==> config.mk <==
export PLATFORM = sky130hd
export DESIGN_NAME = vid_issue
export DESIGN_NICKNAME = d
export VERILOG_FILES = /design/src/rtl/vid_issue.sv
export SDC_FILE = /design/constraint.sdc
export NUM_CORES = 1
export LEC_CHECK = 0
export BUFFER_PORTS_ARGS = -buffer_cell sky130_fd_sc_hd__buf_4
export CELL_PAD_IN_SITES_DETAIL_PLACEMENT = 1
export CELL_PAD_IN_SITES_GLOBAL_PLACEMENT = 1
export CORE_UTILIZATION = 43
export DETAILED_ROUTE_END_ITERATION = 7
export PLACE_DENSITY = 0.84
export RECOVER_POWER = 100
export REMOVE_ABC_BUFFERS = 1
export SLEW_MARGIN = 20
export SYNTH_ARGS = -nofsm -noshare
export SYNTH_HDL_FRONTEND = slang
export SYNTH_SLANG_ARGS = --single-unit
export TNS_END_PERCENT = 1
==> constraint.sdc <==
create_clock -name clk -period 7.2 [get_ports clk]
set_clock_uncertainty 0.2 [all_clocks]
set_input_delay 0.72 -clock clk [delete_from_list [all_inputs] [get_ports clk]]
set_output_delay 0.72 -clock clk [all_outputs]
set_load 0.005 [all_outputs]
==> src/rtl/vid_issue.sv <==
// vid_issue: beat sequencer for vid.v. It takes one command (base address,
// SEW, vl, v0 mask) and emits one registered beat per unstalled cycle to the
// vALU index generator. It then pulses done together with the last beat.
module vid_issue #(
  parameter int REQ_BYTE_EN_WIDTH = 8,
  parameter int REQ_ADDR_WIDTH    = 32,
  parameter int MAX_VL            = 256,
  parameter int VL_WIDTH          = 9
) (
  input  logic                         clk,
  input  logic                         rst_n,
  input  logic                         cmd_valid,
  output logic                         cmd_ready,
  input  logic [REQ_ADDR_WIDTH-1:0]    cmd_addr,
  input  logic [2:0]                   cmd_sew,
  input  logic [VL_WIDTH-1:0]          cmd_vl,
  input  logic                         cmd_vm,
  input  logic [MAX_VL-1:0]            cmd_v0,
  input  logic                         stall,
  output logic [REQ_ADDR_WIDTH-1:0]    out_addr,
  output logic [2:0]                   out_sew,
  output logic [7:0]                   out_start_idx,
  output logic [REQ_BYTE_EN_WIDTH-1:0] out_mask,
  output logic                         out_valid,
  output logic                         done
);

  // Width used for element-index arithmetic. It is wide enough for
  // k*EPB + EPB without wrapping for any legal vl.
  localparam int IW = 16;

  typedef enum logic {S_IDLE, S_RUN} state_e;

  state_e                         state_q, state_d;

  // Latched command and beat counter k.
  logic [REQ_ADDR_WIDTH-1:0]      addr_q, addr_d;
  logic [2:0]                     sew_q, sew_d;
  logic [VL_WIDTH-1:0]            vl_q, vl_d;
  logic                           vm_q, vm_d;
  logic [MAX_VL-1:0]              v0_q, v0_d;
  logic [IW-1:0]                  k_q, k_d;

  // Registered beat outputs.
  logic [REQ_ADDR_WIDTH-1:0]      out_addr_q, out_addr_d;
  logic [2:0]                     out_sew_q, out_sew_d;
  logic [7:0]                     out_start_idx_q, out_start_idx_d;
  logic [REQ_BYTE_EN_WIDTH-1:0]   out_mask_q, out_mask_d;
  logic                           out_valid_q, out_valid_d;
  logic                           done_q, done_d;

  logic                           accept;
  logic                           bad_cmd;
  logic                           issue;
  logic                           last_beat;
  logic [IW-1:0]                  epb;
  logic [IW-1:0]                  base;
  logic [MAX_VL-1:0]              v0_sh;

  // The reset term keeps cmd_ready low while reset is held.
  assign cmd_ready = rst_n && (state_q == S_IDLE);
  assign accept    = cmd_valid && cmd_ready;
  // A zero-length command or a reserved SEW completes with no beats.
  assign bad_cmd   = (cmd_vl == '0) || cmd_sew[2];
  assign issue     = (state_q == S_RUN) && !stall;

  // EPB elements per beat. base is the index of element 0 of beat k.
  assign epb       = IW'(REQ_BYTE_EN_WIDTH) >> sew_q;
  assign base      = k_q * epb;
  assign last_beat = (base + epb) >= IW'(vl_q);
  // Align v0 so that bit i belongs to element slot i of the current beat.
  assign v0_sh     = v0_q >> base;

  // State register.
  always_ff @(posedge clk) begin
    // NOTE: sequential state uses non-blocking assignments so that every flop
    // samples the values that held before the edge.
    if (!rst_n) state_q <= S_IDLE;
    else        state_q <= state_d;
  end

  // Next-state logic: latch the command on accept, then advance k once per issued beat.
  always_comb begin
    // NOTE: every signal gets a hold default first, so no path through this
    // block can infer a latch.
    state_d = state_q;
    addr_d  = addr_q;
    sew_d   = sew_q;
    vl_d    = vl_q;
    vm_d    = vm_q;
    v0_d    = v0_q;
    k_d     = k_q;
    unique case (state_q)
      S_IDLE: begin
        if (accept) begin
          addr_d = cmd_addr;
          sew_d  = cmd_sew;
          vl_d   = cmd_vl;
          vm_d   = cmd_vm;
          v0_d   = cmd_v0;
          k_d    = '0;
          if (!bad_cmd) state_d = S_RUN;
        end
      end
      S_RUN: begin
        if (issue) begin
          k_d = k_q + IW'(1);
          if (last_beat) state_d = S_IDLE;
        end
      end
      default: state_d = S_IDLE;
    endcase
  end

  // Output logic: beat fields for the next cycle. All fields are zero when no beat is issued.
  always_comb begin
    out_valid_d     = issue;
    done_d          = (accept && bad_cmd) || (issue && last_beat);
    out_addr_d      = '0;
    out_sew_d       = '0;
    out_start_idx_d = '0;
    out_mask_d      = '0;
    if (issue) begin
      out_addr_d      = addr_q + REQ_ADDR_WIDTH'(k_q);
      out_sew_d       = sew_q;
      out_start_idx_d = base[7:0];
      for (int i = 0; i < REQ_BYTE_EN_WIDTH; i++) begin
        out_mask_d[i] = (IW'(i) < epb) && ((base + IW'(i)) < IW'(vl_q))
                        && (vm_q || v0_sh[i]);
      end
    end
  end

  // Beat output registers. Reset clears them, which also drops any beat in flight.
  always_ff @(posedge clk) begin
    if (!rst_n) begin
      out_addr_q      <= '0;
      out_sew_q       <= '0;
      out_start_idx_q <= '0;
      out_mask_q      <= '0;
      out_valid_q     <= 1'b0;
      done_q          <= 1'b0;
    end else begin
      out_addr_q      <= out_addr_d;
      out_sew_q       <= out_sew_d;
      out_start_idx_q <= out_start_idx_d;
      out_mask_q      <= out_mask_d;
      out_valid_q     <= out_valid_d;
      done_q          <= done_d;
    end
  end

  // Command latch and beat counter.
  always_ff @(posedge clk) begin
    // NOTE: these registers have no reset. They are only read in RUN, and RUN
    // is entered through accept, which loads them first. This keeps reset
    // routing off the wide v0 register.
    addr_q <= addr_d;
    sew_q  <= sew_d;
    vl_q   <= vl_d;
    vm_q   <= vm_d;
    v0_q   <= v0_d;
    k_q    <= k_d;
  end

  assign out_addr      = out_addr_q;
  assign out_sew       = out_sew_q;
  assign out_start_idx = out_start_idx_q;
  assign out_mask      = out_mask_q;
  assign out_valid     = out_valid_q;
  assign done          = done_q;

endmodule
# After elaboration in Yosys (flattened, before gate mapping)
# Cells that the tools add are included.
# W data, S select, Z words.
[totals]
output_inout_bits = 54
input_bits = 305
wordCells = 90
regBits = 371
[op_classes]
addsub = 10
mul = 1
shift = 2
n_mux = 8
magnitude_cmp = 17
n_reduce_logical = 36
n_eq_ne = 2
bitwise = 1
[ops]
columns = ["cell", "count"]
rows = [
  ["$shr A256 B16 Y8", 1],
  ["$lt A16 B9 Y1", 8],
  ["$add A16 B3 Y16 const B", 4],
  ["$lt A3 B16 Y1 const A", 4],
  ["$add A16 B1 Y16 const B", 2],
  ["$add A16 B2 Y16 const B", 2],
  ["$add A32 B16 Y32", 1],
  ["$lt A1 B16 Y1 const A", 2],
  ["$lt A2 B16 Y1 const A", 2],
  ["$mux W16", 2],
  ["$pmux W16 S2", 1],
  ["$logic_and A1 B1 Y1", 21],
  ["$add A16 B16 Y16", 1],
  ["$ge A16 B9 Y1", 1],
  ["$mul A16 B16 Y16", 1],
  ["$shr A4 B3 Y16 const A", 1],
  ["$logic_or A1 B1 Y1", 10],
  ["$logic_not A9 Y1", 1],
  ["$reduce_and A2 Y1", 3],
  ["$mux W1", 4],
  ["$ne A2 B1 Y1 const B", 1],
  ["$ne A2 B2 Y1 const B", 1],
  ["$pmux W1 S2", 1],
  ["$logic_not A1 Y1", 1],
  ["$not A1 Y1", 1],
]

# Longest topological paths before layout
# Gate-level depths: netlist (run 1).
[logic_depth]
word_depth = 7
ltp_mapped = 27
depth_no_buf = 24

# Worst setup path before layout (run 1)
# No wires, ideal clock.
[synth_timing]
path_type = "in2reg"
from = "in rst_n"
to = "reg addr_q[0] (enable)"
path_slack_ns = -0.488
arrival_time_ns = 6.836
stages = 3
t_required_ns = 6.348
setup_time_ns = 0.652
path_buffers = 0
cell_sequence = "nor2b_1 > nand2_1 > inv_1"
[synth_between]
elab_chain_cells = 3
[synth_rtl]
columns = ["item", "line_no", "text"]
rows = [
  ["start: declaration", "11", "input logic rst_n,"],
  ["$logic_and A1 B1 Y1", "61", "assign cmd_ready = rst_n && (state_q == S_IDLE);"],
  ["$logic_and A1 B1 Y1", "62", "assign accept = cmd_valid && cmd_ready;"],
  ["$reduce_and A2 Y1 (no source line)", "--", ""],
  ["end signal: assignment", "158", "addr_q <= addr_d;"],
  ["end: declaration", "37", "logic [REQ_ADDR_WIDTH-1:0] addr_q, addr_d;"],
]
# No other way between the ends.
# A chain may end at the register's enable or synchronous reset.

# Worst setup path after layout (run 1)
[layout_timing]
from = "reg sew_q[2]"
to = "reg out_mask_q[3] (netlist: out_mask[3])"
[layout_between]
elab_chain_cells = 6
word_cells_on_any_way = 9
classes_between = "add/sub (1); mul (1); order compare (2); shift (2); reduce/logical (3)"
[layout_rtl]
columns = ["item", "line_no", "text"]
rows = [
  ["start: declaration", "38", "logic [2:0] sew_q, sew_d;"],
  ["start signal: assignment", "159", "sew_q <= sew_d;"],
  ["$shr A4 B3 Y16 *", "68", "assign epb = IW'(REQ_BYTE_EN_WIDTH) >> sew_q;"],
  ["$mul A16 B16 Y16", "69", "assign base = k_q * epb;"],
  ["$add A16 B2 Y16", "128", "out_mask_d[i] = (IW'(i) < epb) && ((base + IW'(i)) < IW'(vl_q))"],
  ["$lt A16 B9 Y1", "128", ""],
  ["$logic_and A1 B1 Y1", "128", ""],
  ["$logic_and A1 B1 Y1 *", "129", "&& (vm_q || v0_sh[i]);"],
  ["end signal: assignment", "147", "out_mask_q <= out_mask_d;"],
  ["end: declaration", "48", "logic [REQ_BYTE_EN_WIDTH-1:0] out_mask_q, out_mask_d;"],
]
# Every way passes the cells marked *; elsewhere a longest branch is shown, timed or not.

==> flow_summary.html, run 1 <==
<table>
<tr><th>Metric</th><th>Value</th></tr>
<tr><th colspan="2">Clock network</th></tr>
<tr><td>CTS HTree Levels</td><td>2</td></tr>
<tr><td>Clock insertion delay at the later pin of the skew report</td><td>600 ps</td></tr>
<tr><td>Setup fix buffers added after clock tree synthesis</td><td>0</td></tr>
<tr><td>Root buf cell</td><td>clkbuf_16</td></tr>
<tr><td>Clock sink count</td><td>371</td></tr>
<tr><td>Clock tree from TritonCTS</td><td>yes</td></tr>
<tr><td>Cts bufs inserted</td><td>41</td></tr>
<tr><td>Reg clk slew, reported paths</td><td>80 ps</td></tr>
<tr><td>Clock tree buffer depth</td><td>3</td></tr>
<tr><th colspan="2">Power and ir drop</th></tr>
<tr><td>Fraction of power consumed by the clock network</td><td>36.6%</td></tr>
<tr><td>Max rail drop VDD</td><td>0.190 mV</td></tr>
<tr><td>Net load switching power</td><td>1920 uW</td></tr>
<tr><td>P_leak</td><td>0.0129 uW</td></tr>
<tr><td>Seq pwr share</td><td>40.1%</td></tr>
<tr><td>Power share of the combinational group</td><td>23.3%</td></tr>
<tr><td>Internal power</td><td>4390 uW</td></tr>
<tr><td>Net Sw Frac</td><td>30.5%</td></tr>
<tr><td>Total power density per cell area</td><td>198 nW/um^2</td></tr>
<tr><td>Total Power Consumption</td><td>6310 uW</td></tr>
<tr><th colspan="2">Cells and area</th></tr>
<tr><td>Area of the multi-input gates</td><td>15400 sq um</td></tr>
<tr><td>Proportion of layout cells with a drive suffix above 1</td><td>18.5%</td></tr>
<tr><td>Filler instances</td><td>6699</td></tr>
<tr><td>Growth of design area from synthesis to finish</td><td>17.1%</td></tr>
<tr><td>Footprint of the flip-flops and latches</td><td>10600 sq um</td></tr>
<tr><td>Number of nets in the layout</td><td>3259</td></tr>
<tr><td>Finished Layout Cells</td><td>3659</td></tr>
<tr><th colspan="2">Global route</th></tr>
<tr><td>Remaining Overflow, GRT</td><td>0</td></tr>
<tr><td>Vias in the first global route</td><td>24119</td></tr>
<tr><td>All-Layer GR Usage</td><td>31.8%</td></tr>
<tr><td>Antenna violations before repair</td><td>0</td></tr>
<tr><td>Wire length of the first global-routing pass</td><td>154000 um</td></tr>
<tr><td>Maximum number of pins on one net before global-route repair</td><td>177</td></tr>
<tr><th colspan="2">Worst hold path</th></tr>
<tr><td>Hold path start</td><td>cmd_v0[26]</td></tr>
<tr><td>Classification of the worst-slack hold path</td><td>in -&gt; reg</td></tr>
<tr><th colspan="2">Place</th></tr>
<tr><td>RD Place Congestion</td><td>0.957</td></tr>
<tr><td>HPWL after detailed placement</td><td>77500 um</td></tr>
<tr><td>Post-place setup slack</td><td>273 ps</td></tr>
<tr><td>Number of placed instances, taps included</td><td>3582</td></tr>
<tr><td>Count of input and output buffers</td><td>358</td></tr>
<tr><th colspan="2">Run status</th></tr>
<tr><td>Run status</td><td>finished with violations</td></tr>
<tr><td>Violations in the final reports</td><td>design-rule violations, max-capacitance violations, max-slew violations</td></tr>
<tr><th colspan="2">Critical path</th></tr>
<tr><td>Arrival @ worst endpoint</td><td>7250 ps</td></tr>
<tr><td>Slowest cell on the critical path</td><td>a2111oi_1</td></tr>
<tr><td>Buf/Inv on CP</td><td>4</td></tr>
<tr><td>Element type at the critical path end</td><td>flop</td></tr>
<tr><td>Cells traversed along the worst timing path</td><td>nor3_1 -&gt; buf_4 -&gt; nand2_1 -&gt; fa_1 -&gt; inv_1 -&gt; ha_1 -&gt; ha_1 -&gt; inv_1 -&gt; fa_1 -&gt; inv_1 -&gt; ha_1 -&gt; nor2b_2 -&gt; o2111ai_2 -&gt; a31oi_4 -&gt; o21ai_1 -&gt; xor2_2 -&gt; nand3b_4 -&gt; a2111oi_1 -&gt; o22a_1 -&gt; o21ai_1 -&gt; a221oi_2</td></tr>
<tr><td>Maximum fanout encountered on the critical timing path</td><td>28</td></tr>
<tr><td>Kind of cell adding the most delay to the critical path</td><td>compound AO/OA/AOI/OAI gates</td></tr>
<tr><td>Setup crit start</td><td>sew_q[2]$_DFFE_PP_</td></tr>
<tr><td>Crit-path max cell delay</td><td>860 ps</td></tr>
<tr><td>Kind of start point of the critical path</td><td>flop</td></tr>
<tr><td>Category of the most critical setup path</td><td>reg -&gt; reg</td></tr>
<tr><td>Worst endpoint required time</td><td>7520 ps</td></tr>
<tr><td>R2r startpoint</td><td>sew_q[2]$_DFFE_PP_</td></tr>
<tr><th colspan="2">Timing</th></tr>
<tr><td>RSZ-0062 raised after global routing</td><td>false</td></tr>
<tr><td>Max Freq</td><td>144 MHz</td></tr>
<tr><td>Count of endpoints failing setup in the final report</td><td>0</td></tr>
<tr><td>Remaining max-slew budget at the tightest pin</td><td>-239%</td></tr>
<tr><td>Final hold violation count</td><td>0</td></tr>
<tr><td>Final Hold Slack</td><td>120 ps</td></tr>
<tr><td>Final worst setup slack</td><td>265 ps</td></tr>
<tr><td>Pins over their slew limit</td><td>357</td></tr>
<tr><td>Transition at the pin with the smallest max-transition slack</td><td>5080 ps</td></tr>
<tr><td>Final clock period utilization by the worst path</td><td>96.3%</td></tr>
<tr><td>Final critical-path required period</td><td>6930 ps</td></tr>
<tr><th colspan="2">Drt</th></tr>
<tr><td>Iteration-0 DRC Markers</td><td>1918</td></tr>
<tr><td>Drt via density</td><td>6.12</td></tr>
<tr><td>Initial DRT Pass Iterations</td><td>8</td></tr>
<tr><td>Total wirelength of the detailed-routed design</td><td>103000 um</td></tr>
<tr><td>Post-detailed-route count of antenna-violating nets</td><td>0</td></tr>
<tr><td>Remaining DRCs</td><td>2</td></tr>
<tr><td>Average routed wire per standard cell</td><td>28.3 um</td></tr>
<tr><td>Overall via count from detail_route</td><td>22410</td></tr>
<tr><th colspan="2">Floorplan</th></tr>
<tr><td>Top-level I/O count</td><td>359</td></tr>
<tr><td>Cell Rows</td><td>91</td></tr>
<tr><td>Floorplan die width</td><td>253 um</td></tr>
<tr><td>Starting density of the core</td><td>43.8%</td></tr>
<tr><td>Core outline area</td><td>62100 sq um</td></tr>
<tr><td>Die Footprint</td><td>64200 sq um</td></tr>
<tr><td>Die height</td><td>253 um</td></tr>
<tr><th colspan="2">Yosys</th></tr>
<tr><td>Number of synthesized flops with an enable pin</td><td>317</td></tr>
<tr><td>Sequential element share of the synthesized area</td><td>39.0%</td></tr>
<tr><td>Number of storage elements in the synthesis netlist</td><td>371</td></tr>
<tr><td>Synth Warn #</td><td>0</td></tr>
<tr><td>Netlist Area Pre-Place</td><td>27200 sq um</td></tr>
<tr><td>Post-Syn Instances</td><td>2480</td></tr>
<tr><td>Async SR Flop Fraction</td><td>0%</td></tr>
<tr><td>Main flop type after synthesis</td><td>edfxtp_1</td></tr>
<tr><td>Count of different cell masters after synthesis</td><td>95</td></tr>
<tr><td>Post-Synthesis Mean Instance Area</td><td>11.0 sq um</td></tr>
<tr><th colspan="2">Job</th></tr>
<tr><td>Max-Cap Viols</td><td>4</td></tr>
</table>
state kept, by name, summed over array words and instances, names as in the netlist:
| signal | flops |
|---|---|
| addr_q | 32 |
| done | 1 |
| k_q | 16 |
| out_addr | 32 |
| out_mask | 8 |
| out_sew | 3 |
| out_start_idx | 8 |
| out_valid | 1 |
| sew_q | 3 |
| state_q | 1 |
| v0_q | 256 |
| vl_q | 9 |
| vm_q | 1 |
timing repair:
item	CTS	global route
hold buffers	0	0
gates resized for setup	0	1
setup endpoints to repair	0	1
through the flow:
step | instance area, sq um | util (%) | setup TNS (ps)
floorplan | 26300 | - | -191310
global placement | 30600 | 49.4 | 0
detailed placement | 30600 | 49.4 | 0
CTS | 32100 | 51.7 | 0
global route | 31800 | 51.3 | 0
finish | 31800 | 51.3 | 0
worst paths after layout:
check / end / cells past startpoint / slack, ps
setup / recovery: out_mask[3]$_SDFF_PN0_ / 21 / 270
hold / removal: v0_q[26]$_DFFE_PP_ / 1 / 120
setup reg to reg: out_mask[3]$_SDFF_PN0_ / 21 / 270
hold reg to reg: out_addr[31]$_SDFF_PN0_ / 2 / 310
placed cells by master, fill, tap and decap left out, drive strengths merged, types with 16 or more instances in the layout:
cell type / count
ha: 140
nand2: 217
a211oi: 23
nand3: 56
nor3: 39
clkbuf: 411
clkinv: 16
fa: 26
xor2: 47
a21o: 27
nand4: 18
and3: 24
a21oi: 90
dfxtp: 54
nor2: 148
xnor2: 79
buf: 59
edfxtp: 317
inv: 104
mux2i: 486
mux4: 61
and2: 58
a22oi: 19
o21ai: 70
o22ai: 18
a31oi: 23
cells in the mapped netlist, types with 8 or more instances:
cell       instances  area share [%]
mux2i_1          486              18
edfxtp_1         317              35
nand2_1          216             3.0
nor2_1           147             2.0
ha_1             140             6.4
inv_1             98             1.4
a21oi_1           88             1.6
xnor2_1           77             2.5
o21ai_0           63             1.2
mux4_2            61             5.1
and2_1            58             1.3
nand3_1           56             1.0
clkbuf_1          54            0.75
dfxtp_1           54             4.0
xor2_1            45             1.5
nor3_1            38            0.70
buf_1             35            0.48
buf_2             34            0.63
a21o_1            27            0.75
fa_1              26             1.9
and3_1            24            0.55
a31oi_1           22            0.51
a211oi_1          21            0.58
a22oi_1           19            0.53
o22ai_1           18            0.41
nand4_1           17            0.39
buf_6             16            0.66
o2111ai_1         13            0.42
o211ai_1          12            0.33
a2111oi_0         10            0.32
or3_1             10            0.23
a221oi_1           9            0.29
nor2b_1            9            0.21
a32oi_1            8            0.26
buf_4              8            0.22
kinds of logic (layout without fill, tap and decap cells):
family | count (synthesis) | count (layout) | synth area share, %
flops | 371 | 371 | 39.0
simple gates | 614 | 614 | 10.6
buf+inv | 257 | 598 | 4.59
mux | 553 | 553 | 23.2
xor+xnor | 127 | 127 | 4.26
fa+ha+maj | 166 | 166 | 8.37
compound gates | 392 | 392 | 9.93
other cells | 0 | 1 | 0
worst reg2reg max path, delay by kind of cell, from the launching register on:
| family | cells | cell delay [ps] |
|---|---|---|
| simple gates | 4 | 1040 |
| xor+xnor | 1 | 540 |
| fa+ha+maj | 5 | 1850 |
| buf+inv | 4 | 410 |
| flops | 1 | 570 |
| compound gates | 7 | 2260 |
per-layer routing:
metal	GRT usage (%)	vias to the layer above	wire length (um)
met5	0	-	0
met1	40.4	11302	42000
met4	12.5	0	4080
met2	54.3	971	51100
met3	4.54	236	6210
li1	-	9901	-
power groups by stage:
stage / sequential [uW] / combinational [uW] / clock (uW)
finish: 2530 / 1470 / 2310
global route: 2540 / 1550 / 2410
CTS: 2520 / 1460 / 2350
detailed placement: 2560 / 1450 / 0
global placement: 2550 / 1410 / 0
floorplan: 2550 / 904 / 0
final cells by class:
cell class | count | area share, %
tap | 837 | 3.29
inverter | 104 | 1.30
multi-input combinational | 1852 | 48.3
clock inverter | 24 | 1.16
sequential | 371 | 33.3
clock buffer | 52 | 3.39
timing repair buffer | 418 | 9.21
antenna | 1 | 0.00787
(Power assumes the default switching activity.)
==> inputs of run 2 (changes only) <==
CELL_PAD_IN_SITES_DETAIL_PLACEMENT = unset   (was 1)
CELL_PAD_IN_SITES_GLOBAL_PLACEMENT = unset   (was 1)
CORE_UTILIZATION = 54   (was 43)
PLACE_DENSITY = 0.83   (was 0.84)
==> run 2 against run 1 <==
  * The flow finishes with violations (max-capacitance violations, max-slew violations)
  * Final cell count fell by 4.7%
  * Routed wire length shrank 16%
  * Hold slack improved by 11 ps
  * Combinational power shrank 4%
  * Global-route usage increased by 2.0 points
  * Critical endpoint unchanged
==> flow_summary.html, run 2 (same netlist as run 1, synthesis figures left out) <==
<table>
<tr><th>Metric</th><th>Value</th></tr>
<tr><th colspan="2">Global route</th></tr>
<tr><td>Routing usage on met3</td><td>5.60% (+1.1 points)</td></tr>
<tr><td>Antenna violations before repair</td><td>1 (+1)</td></tr>
<tr><td>Fraction of met2 tracks used by global routing</td><td>56.9% (+2.6 points)</td></tr>
<tr><td>Wire length of the first global-routing pass</td><td>131000 um (-15%)</td></tr>
<tr><td>Busiest grt layer</td><td>met2</td></tr>
<tr><td>All-Layer GR Usage</td><td>33.8% (+2.0 points)</td></tr>
<tr><td>Vias in the first global route</td><td>22092 (-8.4%)</td></tr>
<tr><td>Remaining Overflow, GRT</td><td>0 (unchanged)</td></tr>
<tr><td>Maximum number of pins on one net before global-route repair</td><td>141 (-20%)</td></tr>
<tr><td>Grt met1 use</td><td>43.2% (+2.8 points)</td></tr>
<tr><th colspan="2">Floorplan</th></tr>
<tr><td>Die Footprint</td><td>51200 sq um (-20%)</td></tr>
<tr><td>Floorplan die width</td><td>226 um (-11%)</td></tr>
<tr><td>Starting density of the core</td><td>55.1% (+11 points)</td></tr>
<tr><td>Cell Rows</td><td>81 (-11%)</td></tr>
<tr><td>Die height</td><td>226 um (-11%)</td></tr>
<tr><td>Core outline area</td><td>49300 sq um (-21%)</td></tr>
<tr><td>Top-level I/O count</td><td>359 (unchanged)</td></tr>
<tr><th colspan="2">Clock network</th></tr>
<tr><td>Setup fix buffers added after clock tree synthesis</td><td>0 (unchanged)</td></tr>
<tr><td>Total of hold buffers inserted after clock tree synthesis</td><td>0 (unchanged)</td></tr>
<tr><td>CTS HTree Levels</td><td>2 (unchanged)</td></tr>
<tr><td>Clock insertion delay at the later pin of the skew report</td><td>580 ps (-20 ps)</td></tr>
<tr><td>Clock tree from TritonCTS</td><td>yes</td></tr>
<tr><td>Root buf cell</td><td>clkbuf_16</td></tr>
<tr><td>Reg clk slew, reported paths</td><td>70 ps (about the same)</td></tr>
<tr><td>Clock tree buffer depth</td><td>3 (unchanged)</td></tr>
<tr><td>Cells resized by post-CTS repair</td><td>0 (unchanged)</td></tr>
<tr><td>Clock sink count</td><td>371 (unchanged)</td></tr>
<tr><td>Cts bufs inserted</td><td>40 (-2.4%)</td></tr>
<tr><th colspan="2">Timing</th></tr>
<tr><td>Count of endpoints failing setup in the final report</td><td>0 (unchanged)</td></tr>
<tr><td>RSZ-0062 raised after global routing</td><td>false</td></tr>
<tr><td>Final Hold Slack</td><td>131 ps (+10.5 ps)</td></tr>
<tr><td>Pins over their slew limit</td><td>330 (-7.6%)</td></tr>
<tr><td>Total negative slack for setup checks</td><td>0 ps (unchanged)</td></tr>
<tr><td>Final clock period utilization by the worst path</td><td>94.5% (-1.8 points)</td></tr>
<tr><td>Remaining max-slew budget at the tightest pin</td><td>-136% (+100 points)</td></tr>
<tr><td>Final critical-path required period</td><td>6810 ps (-129 ps)</td></tr>
<tr><td>Max Freq</td><td>147 MHz (+1.9%)</td></tr>
<tr><td>Transition at the pin with the smallest max-transition slack</td><td>3540 ps (-1540 ps)</td></tr>
<tr><td>Final hold violation count</td><td>0 (unchanged)</td></tr>
<tr><th colspan="2">Place</th></tr>
<tr><td>RD Place Congestion</td><td>1.01 (+5.1%)</td></tr>
<tr><td>Count of input and output buffers</td><td>358 (unchanged)</td></tr>
<tr><td>HPWL after detailed placement</td><td>65600 um (-15%)</td></tr>
<tr><td>Post-DP Area</td><td>30400 sq um (-0.70%)</td></tr>
<tr><th colspan="2">Drt</th></tr>
<tr><td>Overall via count from detail_route</td><td>21940 (-2.1%)</td></tr>
<tr><td>Initial DRT Pass Iterations</td><td>7 (-1)</td></tr>
<tr><td>Post-detailed-route count of antenna-violating nets</td><td>0 (unchanged)</td></tr>
<tr><td>Drt via density</td><td>6.29 (+2.7%)</td></tr>
<tr><td>Average routed wire per standard cell</td><td>24.9 um (-12%)</td></tr>
<tr><td>Iteration-0 DRC Markers</td><td>2061 (+7.5%)</td></tr>
<tr><td>Total wirelength of the detailed-routed design</td><td>86900 um (-16%)</td></tr>
<tr><td>Remaining DRCs</td><td>0 (-2)</td></tr>
<tr><th colspan="2">Cells and area</th></tr>
<tr><td>Growth of design area from synthesis to finish</td><td>16.0%</td></tr>
<tr><td>Number of nets in the layout</td><td>3261 (+0.061%)</td></tr>
<tr><td>Number of flip-flops under the largest register name</td><td>256 (unchanged)</td></tr>
<tr><td>Register containing the most flip-flops in the final layout</td><td>v0_q</td></tr>
<tr><td>Layout Cell Area excl Fill</td><td>31500 sq um (-0.95%)</td></tr>
<tr><td>Proportion of layout cells with a drive suffix above 1</td><td>19.4% (+0.92 points)</td></tr>
<tr><td>Most frequent standard cell in the layout excluding fill and tap cells</td><td>mux2i_1</td></tr>
<tr><td>End-of-flow core utilization</td><td>64.0% (+13 points)</td></tr>
<tr><td>Most used cells in the layout excluding fill and tap cells</td><td>mux2i_1, clkbuf_4, edfxtp_1</td></tr>
<tr><th colspan="2">Worst hold path</th></tr>
<tr><td>Hold path start</td><td>cmd_v0[58]</td></tr>
<tr><td>Classification of the worst-slack hold path</td><td>in -&gt; reg</td></tr>
<tr><th colspan="2">Power and ir drop</th></tr>
<tr><td>Net load switching power</td><td>1790 uW (-7.1%)</td></tr>
<tr><td>P_leak</td><td>0.0129 uW (-0.15%)</td></tr>
<tr><td>Total power density per cell area</td><td>189 nW/um^2 (-4.8%)</td></tr>
<tr><td>Net Sw Frac</td><td>30.0% (-0.45 points)</td></tr>
<tr><td>Power share of the combinational group</td><td>23.7% (+0.4 points)</td></tr>
<tr><td>Fraction of power consumed by the clock network</td><td>33.9% (-2.7 points)</td></tr>
<tr><td>Max rail drop VDD</td><td>0.215 mV (+13%)</td></tr>
<tr><td>Internal power</td><td>4160 uW (-5.1%)</td></tr>
<tr><td>Seq pwr share</td><td>42.3% (+2.2 points)</td></tr>
<tr><th colspan="2">Critical path</th></tr>
<tr><td>Capture point of the worst path</td><td>out_mask[3]$_SDFF_PN0_</td></tr>
<tr><td>Worst r2r path cells</td><td>22 (+4.8%)</td></tr>
<tr><td>Arrival @ worst endpoint</td><td>7110 ps (-140 ps)</td></tr>
<tr><td>Maximum fanout encountered on the critical timing path</td><td>14 (-50%)</td></tr>
<tr><td>Category of the most critical setup path</td><td>reg -&gt; reg</td></tr>
<tr><td>Setup crit start</td><td>sew_q[1]$_DFFE_PP_</td></tr>
<tr><td>Element type at the critical path end</td><td>flop</td></tr>
<tr><td>Reg-to-Reg End</td><td>out_mask[3]$_SDFF_PN0_</td></tr>
<tr><td>Kind of start point of the critical path</td><td>flop</td></tr>
<tr><td>R2R Setup Slk</td><td>390 ps (+130 ps)</td></tr>
<tr><td>R2r startpoint</td><td>sew_q[1]$_DFFE_PP_</td></tr>
<tr><td>Worst endpoint required time</td><td>7500 ps (-20 ps)</td></tr>
<tr><th colspan="2">Run status</th></tr>
<tr><td>Run status</td><td>finished with violations</td></tr>
<tr><td>Violations in the final reports</td><td>max-capacitance violations, max-slew violations</td></tr>
<tr><th colspan="2">Job</th></tr>
<tr><td>Max-Cap Viols</td><td>4 (unchanged)</td></tr>
</table>
[run 2: how the worst min path moves through the flow]
stage                                          to  slack, ps  cells after the start
after global routing           v0_q[65]$_DFFE_PP_        120                      1
after floorplan                state_q$_SDFF_PN0_        260                      2
after CTS                     v0_q[137]$_DFFE_PP_         90                      1
after detailed placement  out_addr[31]$_SDFF_PN0_        300                      2
after global placement    out_addr[31]$_SDFF_PN0_        290                      2
final                          v0_q[58]$_DFFE_PP_        130                      1
[run 2: critical path, cell delays in order, from the launching register on]
cell       delay, ps
edfxtp_1         520
nor3b_1          240
buf_4            220
nand2_1          100
fa_1             400
inv_1             70
ha_1             230
ha_1             290
inv_1             60
fa_1             600
inv_1             70
ha_1             310
a211oi_2         350
o21ai_1          200
a41o_1           310
a21oi_2          220
xor2_2           630
nand3b_4         290
buf_4            280
a2111oi_0        560
o22a_1           240
o21ai_1          100
a221oi_2         270
[run 2: per-stage QoR]
stage	instances	setup WS, ps	total power [uW]
floorplan	2327	-5540	3450
global placement	3412	546	3920
detailed placement	3412	448	3940
CTS	3485	430	5950
global route	3485	20.9	6150
finish	3487	394	5950
[run 2: power by group through the flow]
| stage | clock [uW] | combinational [uW] | sequential (uW) |
|---|---|---|---|
| global placement | 0 | 1370 | 2550 |
| detailed placement | 0 | 1390 | 2560 |
| floorplan | 0 | 904 | 2550 |
| CTS | 2040 | 1400 | 2510 |
| global route | 2120 | 1500 | 2530 |
| finish | 2020 | 1410 | 2520 |
[run 2: cell type report]
| class | instances | area [sq um] |
|---|---|---|
| clock buffer | 55 | 1080 |
| multi-input combinational | 1852 | 15400 |
| inverter | 104 | 412 |
| sequential | 371 | 10600 |
| timing repair buffer | 421 | 3030 |
| fill | 3875 | 17700 |
| antenna | 2 | 5.00 |
| clock inverter | 18 | 178 |
| tap | 664 | 831 |
[run 2: routing by layer]
metal  vias to the layer above  part of all wire (%)
li1                       9900                     -
met1                     10729                    40
met2                      1084                    48
met3                       227                   7.7
met4                         0                   4.0
met5                         -                     0
